<file path="config.mk">
export PLATFORM = sky130hd
export DESIGN_NAME = branch_pc_ctrl
export DESIGN_NICKNAME = d
export VERILOG_FILES = /design/src/rtl/branch_pc_ctrl.sv
export SDC_FILE = /design/constraint.sdc
export NUM_CORES = 1
export LEC_CHECK = 0
export BUFFER_PORTS_ARGS = -buffer_cell sky130_fd_sc_hd__clkbuf_2
export CELL_PAD_IN_SITES_DETAIL_PLACEMENT = 1
export CELL_PAD_IN_SITES_GLOBAL_PLACEMENT = 1
export CORE_MARGIN = 2
export CORE_UTILIZATION = 39
export DETAILED_ROUTE_END_ITERATION = 10
export PLACE_DENSITY_LB_ADDON = 0.05
export SLEW_MARGIN = 40
export SYNTH_ARGS = -nofsm -noshare
export SYNTH_HDL_FRONTEND = slang
export SYNTH_SLANG_ARGS = --single-unit
</file>
<file path="constraint.sdc">
create_clock -name clk -period 5.9 [get_ports clk]
set_clock_uncertainty 0.05 [all_clocks]
set_input_delay 1.18 -clock clk [delete_from_list [all_inputs] [get_ports clk]]
set_output_delay 1.18 -clock clk [all_outputs]
set_load 0.01 [all_outputs]
</file>
<file path="src/rtl/branch_pc_ctrl.sv">
// Fetch-side PC controller: owns the F-stage PC, resolves D-stage control
// transfers into a redirect, tracks the MIPS delay slot, produces the link
// address and keeps branch/taken counters for performance debug.
//
// Handshake note: there is no valid/ready pair here. D presents an
// instruction with d_valid; it is consumed on a rising edge where
// d_valid=1 and stall=0. While stall=1 nothing is consumed and all state
// holds, and the decision is re-evaluated from the live inputs each cycle.
module branch_pc_ctrl #(
   parameter logic [31:0] RESET_PC = 32'h0000_3000,
   parameter int unsigned CNT_W    = 16
) (
   input  logic             clk,
   input  logic             reset,
   input  logic             stall,
   input  logic             d_valid,
   input  logic [2:0]       br_type,
   input  logic [1:0]       cmp,
   input  logic [31:0]      d_pc,
   input  logic [15:0]      imm16,
   input  logic [25:0]      instr_index,
   input  logic [31:0]      jr_target,
   output logic [31:0]      pc,
   output logic             link_en,
   output logic [31:0]      link_addr,
   output logic             in_slot,
   output logic             slot_err,
   output logic [CNT_W-1:0] br_cnt,
   output logic [CNT_W-1:0] taken_cnt
);

   localparam logic [2:0] BR_NONE   = 3'd0;
   localparam logic [2:0] BR_BEQ    = 3'd1;
   localparam logic [2:0] BR_BNE    = 3'd2;
   localparam logic [2:0] BR_BGEZAL = 3'd3;
   localparam logic [2:0] BR_J      = 3'd4;
   localparam logic [2:0] BR_JAL    = 3'd5;
   localparam logic [2:0] BR_JR     = 3'd6;

   // SEQ: D holds an ordinary instruction. SLOT: D holds a delay slot.
   typedef enum logic [0:0] {
      SEQ  = 1'b0,
      SLOT = 1'b1
   } state_t;

   state_t           state_q, state_d;
   logic [31:0]      pc_q, pc_d;
   logic             slot_err_q, slot_err_d;
   logic [CNT_W-1:0] br_cnt_q, br_cnt_d;
   logic [CNT_W-1:0] taken_cnt_q, taken_cnt_d;

   logic        is_br;
   logic        taken;
   logic        advance;
   logic        redirect;
   logic [31:0] d_pc_plus4;
   logic [31:0] br_offset;
   logic [31:0] target;

   // Decode the transfer class, its taken decision and its target.
   always_comb begin
      is_br      = 1'b0;
      taken      = 1'b0;
      d_pc_plus4 = d_pc + 32'd4;
      br_offset  = {{14{imm16[15]}}, imm16, 2'b00};
      target     = d_pc_plus4 + br_offset;
      case (br_type)
         BR_BEQ: begin
            is_br = 1'b1;
            taken = (cmp == 2'd1);
         end
         BR_BNE: begin
            is_br = 1'b1;
            taken = (cmp != 2'd1);
         end
         BR_BGEZAL: begin
            is_br = 1'b1;
            taken = (cmp == 2'd2);
         end
         BR_J, BR_JAL: begin
            is_br  = 1'b1;
            taken  = 1'b1;
            target = {d_pc_plus4[31:28], instr_index, 2'b00};
         end
         BR_JR: begin
            is_br  = 1'b1;
            taken  = 1'b1;
            target = jr_target;
         end
         default: begin
            is_br = 1'b0;
            taken = 1'b0;
         end
      endcase
   end

   // Redirect and link only for instructions outside a delay slot.
   always_comb begin
      advance   = d_valid & ~stall;
      redirect  = d_valid & is_br & taken & (state_q == SEQ);
      link_en   = d_valid & (state_q == SEQ) &
                  ((br_type == BR_JAL) | (br_type == BR_BGEZAL));
      link_addr = d_pc + 32'd8;
   end

   // Next PC, FSM transition, sticky slot error and counters.
   always_comb begin
      pc_d        = pc_q;
      state_d     = state_q;
      slot_err_d  = slot_err_q;
      br_cnt_d    = br_cnt_q;
      taken_cnt_d = taken_cnt_q;

      if (!stall) begin
         pc_d = redirect ? target : (pc_q + 32'd4);
      end

      case (state_q)
         SEQ: begin
            if (advance && is_br) begin
               state_d  = SLOT;
               br_cnt_d = br_cnt_q + 1'b1;
               if (taken) begin
                  taken_cnt_d = taken_cnt_q + 1'b1;
               end
            end
         end
         SLOT: begin
            if (advance) begin
               state_d = SEQ;
               if (is_br) begin
                  slot_err_d = 1'b1;
               end
            end
         end
         default: state_d = SEQ;
      endcase
   end

   // State registers; synchronous active-low reset dominates everything.
   always_ff @(posedge clk) begin
      if (!reset) begin
         pc_q        <= RESET_PC;
         state_q     <= SEQ;
         slot_err_q  <= 1'b0;
         br_cnt_q    <= '0;
         taken_cnt_q <= '0;
      end else begin
         pc_q        <= pc_d;
         state_q     <= state_d;
         slot_err_q  <= slot_err_d;
         br_cnt_q    <= br_cnt_d;
         taken_cnt_q <= taken_cnt_d;
      end
   end

   assign pc        = pc_q;
   assign in_slot   = (state_q == SLOT);
   assign slot_err  = slot_err_q;
   assign br_cnt    = br_cnt_q;
   assign taken_cnt = taken_cnt_q;

endmodule

</file>
After elaboration in Yosys (flattened, before gate mapping)
Index checks and enable logic that the tools add are counted.

Bitwise logic cells: 9. Multiplexer cells: 7. Equality and inequality tests: 9. Reduce and logical (&&, ||, !) cells: 7. Add/sub/neg operators: 6.

Operator list (count): adder 32 x 3 -> 32 bit, second input constant (2); case mux 32 bit (2 select lines) (1); adder 16 x 1 -> 16 bit, second input constant (2); adder 32 bit (1); adder 32 x 4 -> 32 bit, second input constant (1); two-way mux 32 bit (1); equality test 3 bit, second input constant (3); bitwise AND 1 bit (6); equality test 3 x 2 -> 1 bit, second input constant (2); AND reduction 3 bit (2); OR reduction 6 bit (1); case mux 1 bit (4 select lines) (1); equality test 3 x 1 -> 1 bit, second input constant (1); two-way mux 1 bit (3); OR reduction 3 bit (1); equality test 2 x 1 -> 1 bit, second input constant (1); equality test 2 bit, second input constant (1); inequality test 2 x 1 -> 1 bit, second input constant (1); inverter 1 bit (2); case mux 1 bit (2 select lines) (1); AND reduction 2 bit (1); OR reduction 2 bit (1); logical AND 1 bit (1); bitwise OR 1 bit (1).

Logic and storage cells: 43. Bits of input ports: 115. Register bits after elaboration: 66. Output and inout bits: 99.

Longest topological paths before layout
Gate-level depths: netlist of run 1.

Depth in word-level cells: 7. Gate-level depth with buffers: 17. Mapped depth without buffers: 17.

Least setup slack after synthesis of run 1
OpenSTA, ideal clock, no wires.

Kind: input port to flip-flop. Start point: in d_pc[5]. End point: reg pc_q[29] (netlist: pc[29]). Path slack: 1.572 ns. Stages on the path: 17. Setup time: 0.114 ns. Buffers on the path: 2. Data required time: 5.736 ns. Arrival time: 4.164 ns. Cell sequence: buf_2 > and4_1 > and3_1 > nand4_1 > nor2_1 > xor2_1 > ha_1 > clkbuf_1 > a21o_1 > a21o_1 > a21oi_1 > or2b_1 > a21oi_1 > a2111o_1 > a21oi_2 > xnor2_1 > a21o_1.

Word-level cells in the longest chain between the ends: 4.

RTL lines: start, declared (RTL line 19) `input logic [31:0] d_pc,`; adder 32 x 3 -> 32 bit * (RTL line 64) `d_pc_plus4 = d_pc + 32'd4;`; adder 32 bit (RTL line 66) `target = d_pc_plus4 + br_offset;`; case mux 32 bit (2 select lines) * (RTL line 67) `case (br_type)`; two-way mux 32 bit * (RTL line 115) `pc_d = redirect ? target : (pc_q + 32'd4);`; end signal, assigned (RTL line 149) `pc_q <= pc_d;`; end, declared (RTL line 47) `logic [31:0] pc_q, pc_d;`.

Every way passes the cells marked *; elsewhere a longest branch is shown, timed or not. A chain may end at the register's enable or synchronous reset.

Worst setup path in the final report of run 1
Start point: in d_pc[3]. End point: reg pc_q[29] (netlist: pc[29]).

Same word-level chain as after synthesis.

==> impl_metrics.toml, run 1 <==
[run_status]
status = "completed"

[timing]
rsz0062_at_grt = "no"
final_max_slew_viol_count = 0
finalSetupTns_ns = 0
post-route-period-util_pct = 77.34
min_period_ns = 4.563
worstMarginPinSlew_ns = 0.7720
slew-limit-headroom_pct = 48.53
hold_viol_final = 0
setup-violations-final = 0
fmax_mhz = 219.2

[global_routing]
grt_busiest_layer = "met2"
antenna_found_initial = 1
grt_first_pass_wirelength_um = 35920
grt_max_degree = 36
track_usage_pct = 24.62
grt_pass1_vias = 7085
use_met1_pct = 32.40
use_met3_pct = 3.218
met2_usage_pct = 42.00
grt.overflow.total = 0

[routing]
wire_per_inst_um = 17.22
routed-via-count = 7149
wl_um = 22110
drc = 0
vias_per_cell = 5.568
drt_iter0_markers = 285
dr.pass1.iters = 4
postRouteAntennaNets = 0

[synthesis]
ys.flop_type = "dfxtp_1"
synth_top_area_share_pct = 20.46
yosysSeqAreaShare_pct = 20.46
async_reset_ff_share_pct = 0
synth_area_leaders = "dfxtp_1 20%, xnor2_1 7.7%, ha_1 7.4%, xor2_1 6.6%, a21oi_1 6.0%"
yosysTopAreaCell = "dfxtp_1"
yosys_warnings = 0
synth_cell_types = 75
ys_seq_elements = 66
syn_avg_cell_area_um2 = 7.313
synth_nets = 1037
synth_edf_count = 0
syn_area_um2 = 6457
netlist_instances = 883

[placement]
gp_congestion = 0.8517
dp.final_hpwl_um = 17400
io_buffers = 213

[worst_setup_path]
end_kind = "flip-flop"
crit_arrival_ns = 4.75
worstSetupPathType = "input port to flip-flop"
path_max_fanout = 6
cp.required_ns = 6.09
start_kind = "input port"

[die]
coreArea_um2 = 16410
die_area_um2 = 17600
initial_core_util_pct = 39.36
rows = 47
die_width_um = 132.7
io_pins = 214
die_y_um = 132.7

[final_layout]
drive_gt1_share_pct = 24.25
multi_input_comb_area_um2 = 4847
fin_nets = 1213
final_cell_mix = "213 x clkbuf_2, 93 x nand2_1, 92 x nor2_1"
syn_to_final_growth_pct = 22.90
seq_area_um2 = 1321
final_common_cell = "clkbuf_2"
antennaDiodeCount = 0
num-fill-cells = 2131

[power]
vdd_drop_max_mv = 0.1375
power_mw = 1.525
p_leak_nw = 3.358
powerDensity_nw_per_um2 = 192.1

[clock_tree]
hold_buffers = 0
cts_tree = "done"
cts_max_path_buffers = 2
worst_setup_hold_path_clk_slew_ns = 0.06
clk-insertion-delay-late_ns = 0.34
post_cts_buffers = 0
cts_sinks = 66
cts_buffers = 9
htree_levels = 3
ctsResizeCount = 0
root_buffer = "clkbuf_16"

[hold_path]
worstHoldPathType = "flip-flop to flip-flop"

[flow_run]
drv_cap = 0
power by group:
group	switching, mW	total (mW)	internal (mW)
Clock	0.209	0.558	0.350
Combinational	0.286	0.481	0.194
Sequential	0.0233	0.486	0.463
Total	0.518	1.52	1.01
Yosys cell counts, types with 5 or more instances:
cell / instances
nand2_1: 93
nor2_1: 92
a21oi_1: 77
dfxtp_1: 66
xnor2_1: 57
o21ai_0: 54
xor2_1: 49
clkbuf_1: 40
ha_1: 38
nand4_1: 34
nand3_1: 32
nor3_1: 19
a221oi_1: 17
inv_1: 16
and3_1: 15
a21o_1: 12
a211oi_1: 11
a22oi_1: 11
or3_1: 11
nor4_1: 10
a31oi_1: 9
buf_2: 9
and2_1: 8
mux2i_1: 6
nor2b_1: 6
a221o_1: 5
and4_1: 5
o211ai_1: 5
per-stage QoR:
step           cell area, um2  std cells  utilization, %  hold slack [ns]  setup slack (ns)
3_3_place_gp             7630       1268           46.50           0.4046             1.088
6_report                 7936       1284           48.37           0.4346             1.337
2_1_floorplan            6457        883               -           0.4521             1.572
5_1_grt                  7936       1284           48.37           0.4508            0.9228
4_1_cts                  7936       1284           48.37           0.4334             1.351
3_5_place_dp             7630       1268           46.50           0.4187            0.9944
final timing paths:
path	startpoint	endpoint	slack, ns	cells past startpoint
worst max-delay path	d_pc[3]	pc[29]$_SDFFE_PN0N_	1.34	16
worst min-delay path	slot_err$_SDFFE_PN0P_	slot_err$_SDFFE_PN0P_	0.43	2
worst max register to register	pc[15]$_SDFFE_PN0N_	pc[31]$_SDFFE_PN0N_	3.22	8
worst min register to register	slot_err$_SDFFE_PN0P_	slot_err$_SDFFE_PN0P_	0.43	2
critical path, cell delays in order:
cell and delay, ns:
clkbuf_2 0.15, ha_1 0.25, nand3_1 0.23, nor3_4 0.28, and3_1 0.34, nand2_1 0.10, xnor2_1 0.14, ha_1 0.36
nand2_1 0.10, nor2_1 0.05, a211oi_1 0.55, o21ai_2 0.18, a2111o_1 0.41, a21oi_2 0.17, xnor2_1 0.08, a21o_1 0.18
routing by layer:
| metal | wire, um | vias to the layer above |
|---|---|---|
| met5 | 13 | - |
| met1 | 10440 | 3377 |
| met3 | 841 | 27 |
| met2 | 10380 | 159 |
| li1 | - | 3584 |
| met4 | 431 | 2 |
area by class of cell:
class / instances / area share [%]
clock inverter: 4 / 0.6306
inverter: 16 / 0.7567
timing repair buffer: 221 / 14.19
tap: 220 / 3.468
sequential: 66 / 16.65
multi-input combinational: 745 / 61.08
clock buffer: 12 / 3.232
logic make-up (layout without fill, tap and decap cells):
group / after synthesis / in the layout / share of synthesized area (%)
buffers and inverters: 72 / 253 / 4.611
flip-flops: 66 / 66 / 20.46
AND/OR/NAND/NOR: 346 / 346 / 26.27
multiplexers: 6 / 6 / 0.9301
AO/OA/AOI/OAI: 247 / 247 / 25.31
adder cells (fa/ha/maj): 39 / 39 / 7.673
XOR/XNOR: 107 / 107 / 14.75
registers in the layout, indices dropped and copies added, names as in the netlist:
signal,cells
br_cnt,16
in_slot,1
taken_cnt,16
slot_err,1
pc,32
No activity file was read; power rests on OpenSTA's default activity.
==> inputs of run 2 (changes only) <==
--- a/config.mk
+++ b/config.mk
@@ -9,7 +9,7 @@
 export CELL_PAD_IN_SITES_DETAIL_PLACEMENT = 1
 export CELL_PAD_IN_SITES_GLOBAL_PLACEMENT = 1
 export CORE_MARGIN = 2
-export CORE_UTILIZATION = 39
+export CORE_UTILIZATION = 33
 export DETAILED_ROUTE_END_ITERATION = 10
 export PLACE_DENSITY_LB_ADDON = 0.05
 export SLEW_MARGIN = 40
==> constraint.sdc (replaced) <==
create_clock -name clk -period 3.95 [get_ports clk]
set_clock_uncertainty 0.05 [all_clocks]
set_input_delay 0.79 -clock clk [delete_from_list [all_inputs] [get_ports clk]]
set_output_delay 0.79 -clock clk [all_outputs]
set_load 0.01 [all_outputs]
==> run 2 against run 1 <==
  * Die area increased by 18%
  * Critical path depth unchanged
  * Setup slack got worse by 1.1 ns
  * Routed wire length increased by 6.5%
  * Critical endpoint is now pc[31]$_SDFFE_PN0N_
  * Largest power group unchanged
  * Highest routed layer is now met4
==> impl_metrics.toml, run 2 (synthesis gave the netlist of run 1 again) <==
[worst_setup_path]
worstReg2RegStart = "pc[15]$_SDFFE_PN0N_"
crit_start = "d_pc[4]"
start_kind = "input port"
worstSetupPathType = "input port to flip-flop"
end_kind = "flip-flop"
crit_arrival_ns = 3.91
cp.required_ns = 4.13
r2r_cells = 8
r2r-end = "pc[31]$_SDFFE_PN0N_"
path_max_fanout = 8
r2r_slack_ns = 1.29

[final_layout]
syn_to_final_growth_pct = 33.66
fin_nets = 1290
antennaDiodeCount = 0
final_common_cell = "clkbuf_2"
num-fill-cells = 2468
final_cell_mix = "213 x clkbuf_2, 93 x nand2_1, 92 x nor2_1"
layout.cells.non_filler = 1406
drive_gt1_share_pct = 29.62
largest_register_ff_count = 32

[timing]
final_max_slew_viol_count = 0
post-route-period-util_pct = 94.33
setup_slack_ns = 0.2238
worstMarginPinSlew_ns = 0.6592
min_period_ns = 3.726
slew-limit-headroom_pct = 55.69
hold_viol_final = 0
fmax_mhz = 268.4
fin_hold_ws_ns = 0.4321
rsz0062_at_grt = "yes"
setup-violations-final = 0

[power]
p_sw_share_pct = 32.48
p_seq_share_pct = 29.4
p_int_mw = 1.665
clockPowerShare_pct = 38.0
powerDensity_nw_per_um2 = 285.8
vdd_drop_max_mv = 0.1910
comb_power_share_pct = 32.6
p_leak_nw = 3.753
p_switching_uw = 801.1

[die]
die_area_um2 = 20700
die_width_um = 143.9
rows = 51
die_y_um = 143.9
io_pins = 214
coreArea_um2 = 19330
initial_core_util_pct = 33.40

[clock_tree]
cts_tree = "done"
worst_setup_hold_path_clk_slew_ns = 0.06
cts_max_path_buffers = 2
ctsResizeCount = 0
post_cts_buffers = 0
cts_buffers = 9
clk-insertion-delay-late_ns = 0.34
htree_levels = 3
cts_sinks = 66
root_buffer = "clkbuf_16"
hold_buffers = 0

[run_status]
status = "completed"

[hold_path]
holdPathStages = 2
worstHoldPathType = "flip-flop to flip-flop"
holdPathEnd = "slot_err$_SDFFE_PN0P_"
worstHoldStart = "slot_err$_SDFFE_PN0P_"

[placement]
dp_worst_setup_slack_ns = -0.1458
dp.final_hpwl_um = 19000
io_buffers = 213
gp_congestion = 0.8730
dp.cells = 1390

[routing]
routed-via-count = 7377
drt_iter0_markers = 351
vias_per_cell = 5.247
postRouteAntennaNets = 0
dr.pass1.iters = 5
wire_per_inst_um = 16.75
wl_um = 23550
drc = 0

[global_routing]
grt_max_degree = 36
grt_pass1_vias = 7156
track_usage_pct = 22.35
grt.overflow.total = 0
antenna_found_initial = 0
grt_first_pass_wirelength_um = 36990

[flow_run]
drv_cap = 0
[run 2: cell types whose count changed in the layout (fill, tap and decap cells not counted), sizes merged]
cell	delta
buf	+77
bufinv	+2
clkbuf	-2
clkinv	+1
clkinvlp	-1
[run 2: per-layer routing]
layer	track usage, %	up-vias	part of all wire (%)
met5	0	-	0
met4	4.902	0	1.1
met3	2.799	14	4.3
met2	37.92	163	47
met1	30.28	3463	48
li1	-	3737	-
[run 2: worst max path at each step]
stage | to | slack [ns] | cells after the start
floorplan | pc[29]$_SDFFE_PN0N_ | 0.01 | 17
global placement | pc[31]$_SDFFE_PN0N_ | -0.09 | 16
detailed placement | pc[31]$_SDFFE_PN0N_ | -0.15 | 16
CTS | pc[31]$_SDFFE_PN0N_ | 0.20 | 16
global route | pc[31]$_SDFFE_PN0N_ | -0.03 | 16
finish | pc[31]$_SDFFE_PN0N_ | 0.22 | 16
[run 2: final cells by class]
cell class	instances	area (um2)	area share, %
clock inverters	6	115.1	1.334
inverters	16	60.06	0.6959
flip-flops and latches	66	1321	15.31
repair buffers	298	1704	19.74
well taps	265	331.6	3.842
clock buffers	10	229.0	2.653
multi-input cells	745	4870	56.42
[run 2: critical path, cell delays in order]
cell      delay, ns
clkbuf_2       0.10
and4_1         0.21
and3_1         0.18
nand4_1        0.10
buf_4          0.19
nor4_1         0.49
nand2_1        0.13
xnor2_1        0.23
ha_1           0.29
a21o_1         0.18
a21o_1         0.18
a311oi_1       0.25
a211o_1        0.15
xnor2_1        0.12
nor3_1         0.06
o221a_2        0.25
[run 2: power groups by stage]
stage	sequential [mW]	clock, mW	combinational [mW]
floorplan	0.741	0	0.462
global placement	0.739	0	0.797
CTS	0.725	0.956	0.807
finish	0.726	0.936	0.804
detailed placement	0.740	0	0.801
global route	0.730	0.987	0.892
[run 2: through the flow]
step	utilization (%)	cell area [um2]	TNS [ns]	total power, mW
final	44.64	8631	0	2.466
after global routing	44.64	8631	-0.02949	2.609
after CTS	44.52	8608	0	2.489
after detailed placement	42.74	8264	-0.4790	1.541
after global placement	42.74	8264	-0.2352	1.535
after floorplan	-	6457	0	1.203
==> inputs of run 3 (changes only) <==
--- a/config.mk
+++ b/config.mk
@@ -8,6 +8,7 @@
 export BUFFER_PORTS_ARGS = -buffer_cell sky130_fd_sc_hd__clkbuf_2
 export CELL_PAD_IN_SITES_DETAIL_PLACEMENT = 1
 export CELL_PAD_IN_SITES_GLOBAL_PLACEMENT = 1
+export CORE_ASPECT_RATIO = 0.9
 export CORE_MARGIN = 2
 export CORE_UTILIZATION = 33
 export DETAILED_ROUTE_END_ITERATION = 10
==> run 3 against run 2 <==
  * Register-to-register slack got worse by 0.11 ns
  * Via count up 3.1%
  * Highest routed layer unchanged
  * Cell area up 3.0%
  * Maximum frequency decreased by 0.25%
  * Non-clock buffer count increased by 36
  * Global-route usage grew 0.89 points
  * Largest power group unchanged
  * Final cell count up 1.5%
  * Critical path type unchanged
  * Core utilization up 1.8 points
  * Routed wire length is 4.9% higher
  * Sequential share of layout area shrank 0.45 points
==> impl_metrics.toml, run 3 (synthesis gave the netlist of run 1 again) <==
[run_status]
status = "completed"

[timing]
min_period_ns = 3.736
final_max_slew_viol_count = 0
setup_slack_ns = 0.2144
fmax_mhz = 267.7
worstMarginPinSlew_ns = 0.7799
finalSetupTns_ns = 0
hold_viol_final = 0
post-route-period-util_pct = 94.57
rsz0062_at_grt = "yes"
setup-violations-final = 0
slew-limit-headroom_pct = 47.95

[worst_setup_path]
crit_chain = "clkbuf_2 > ha_1 > nand3_2 > nor3_4 > nand3_2 > or3_1 > nor3_1 > xor2_1 > ha_1 > a21o_1 > a311oi_1 > a211o_1 > xnor2_1 > nor3_1 > o221a_2"
path_max_fanout = 4
end_kind = "flip-flop"
crit_arrival_ns = 3.92
start_kind = "input port"
r2r_cells = 8
critPathMaxStageDelay_ns = 0.40
slowest_stage = "or3_1"
cp.required_ns = 4.13
r2r-end = "pc[31]$_SDFFE_PN0N_"
r2r_slack_ns = 1.18
worstReg2RegStart = "pc[15]$_SDFFE_PN0N_"
worstSetupPathType = "input port to flip-flop"

[placement]
place_area_um2 = 8516
dp_worst_setup_slack_ns = -0.1875
io_buffers = 213
gp_congestion = 0.8138
dp.final_hpwl_um = 19850

[global_routing]
grt.overflow.total = 0
track_usage_pct = 23.24
antenna_found_initial = 0
grt_max_degree = 35
grt_pass1_vias = 7484
grt_first_pass_wirelength_um = 38260

[power]
power_mw = 2.511
p_leak_nw = 3.925
vdd_drop_max_mv = 0.2277
powerDensity_nw_per_um2 = 282.4

[clock_tree]
cts_buffers = 9
cts_max_path_buffers = 2
cts_tree = "done"
hold_buffers = 0
clk-insertion-delay-late_ns = 0.33
worst_setup_hold_path_clk_slew_ns = 0.06
htree_levels = 3
root_buffer = "clkbuf_16"
cts_sinks = 66

[final_layout]
antennaDiodeCount = 0
final_cell_mix = "213 x clkbuf_2, 121 x buf_4, 93 x nand2_1"
final_cell_area_um2 = 8892
drive_gt1_share_pct = 31.95
num-fill-cells = 2506
largest_register_ff_count = 32
syn_to_final_growth_pct = 37.71
final_common_cell = "clkbuf_2"
fin_nets = 1326

[routing]
routed-via-count = 7602
vias_per_cell = 5.327
drc = 0
wire_per_inst_um = 17.32
drt_iter0_markers = 254
wl_um = 24710
dr.pass1.iters = 4
postRouteAntennaNets = 0

[die]
die_area_um2 = 20700
die_width_um = 151.5
coreArea_um2 = 19160
io_pins = 214
initial_core_util_pct = 33.71
die_y_um = 136.7
rows = 48

[hold_path]
worstHoldPathType = "flip-flop to flip-flop"
holdPathEnd = "taken_cnt[1]$_SDFFE_PN0P_"
worstHoldStart = "taken_cnt[1]$_SDFFE_PN0P_"
holdPathStages = 2

[flow_run]
drv_cap = 0
[run 3: worst max-delay path, delay by kind of cell]
family / cells / cell delay, ns
fa+ha+maj: 2 / 0.50
simple gates: 6 / 1.27
buf+inv: 1 / 0.11
xor+xnor: 2 / 0.35
compound gates: 4 / 0.88
[run 3: timing repair]
item                                    4_1_cts  5_1_grt
endpoints found under the setup margin        0        5
gates resized for setup                       0        6
setup buffers                                 0        0
[run 3: worst max path at each step]
stage          startpoint                  end  slack, ns  cells after the start
2_1_floorplan     d_pc[5]  pc[29]$_SDFFE_PN0N_       0.01                     17
3_3_place_gp      d_pc[4]  pc[31]$_SDFFE_PN0N_      -0.12                     16
3_5_place_dp      d_pc[4]  pc[31]$_SDFFE_PN0N_      -0.19                     16
4_1_cts           d_pc[4]  pc[31]$_SDFFE_PN0N_       0.16                     16
5_1_grt           d_pc[4]  pc[31]$_SDFFE_PN0N_     -0.008                     15
6_report          d_pc[4]  pc[31]$_SDFFE_PN0N_       0.21                     15
[run 3: area by class of cell]
| type | count | area, um2 | area share (%) |
|---|---|---|---|
| inverters | 16 | 60.06 | 0.6754 |
| clock buffers | 10 | 229.0 | 2.575 |
| well taps | 250 | 312.8 | 3.518 |
| multi-input cells | 745 | 4880 | 54.88 |
| repair buffers | 334 | 1974 | 22.20 |
| flip-flops and latches | 66 | 1321 | 14.86 |
| clock inverters | 6 | 115.1 | 1.294 |
[run 3: per-stage QoR]
| stage | cells | utilization (%) | hold slack (ns) |
|---|---|---|---|
| after global placement | 1411 | 44.45 | 0.4082 |
| after detailed placement | 1411 | 44.45 | 0.4384 |
| after CTS | 1427 | 46.24 | 0.4455 |
| final | 1427 | 46.41 | 0.4421 |
| after global routing | 1427 | 46.41 | 0.4618 |
| after floorplan | 883 | - | 0.4521 |
[run 3: routing by layer]
layer	routed length (um)	part of all wire [%]	global-route usage (%)	vias up
li1	-	-	-	3804
met1	11760	48	31.90	3612
met2	11440	46	39.52	172
met3	1324	5.4	3.233	14
met4	178	0.72	3.375	0
met5	0	0	0	-
[run 3: power by group]
group	internal (mW)	switching (mW)
clock	0.619	0.318
sequential	0.691	0.0342
combinational	0.386	0.463
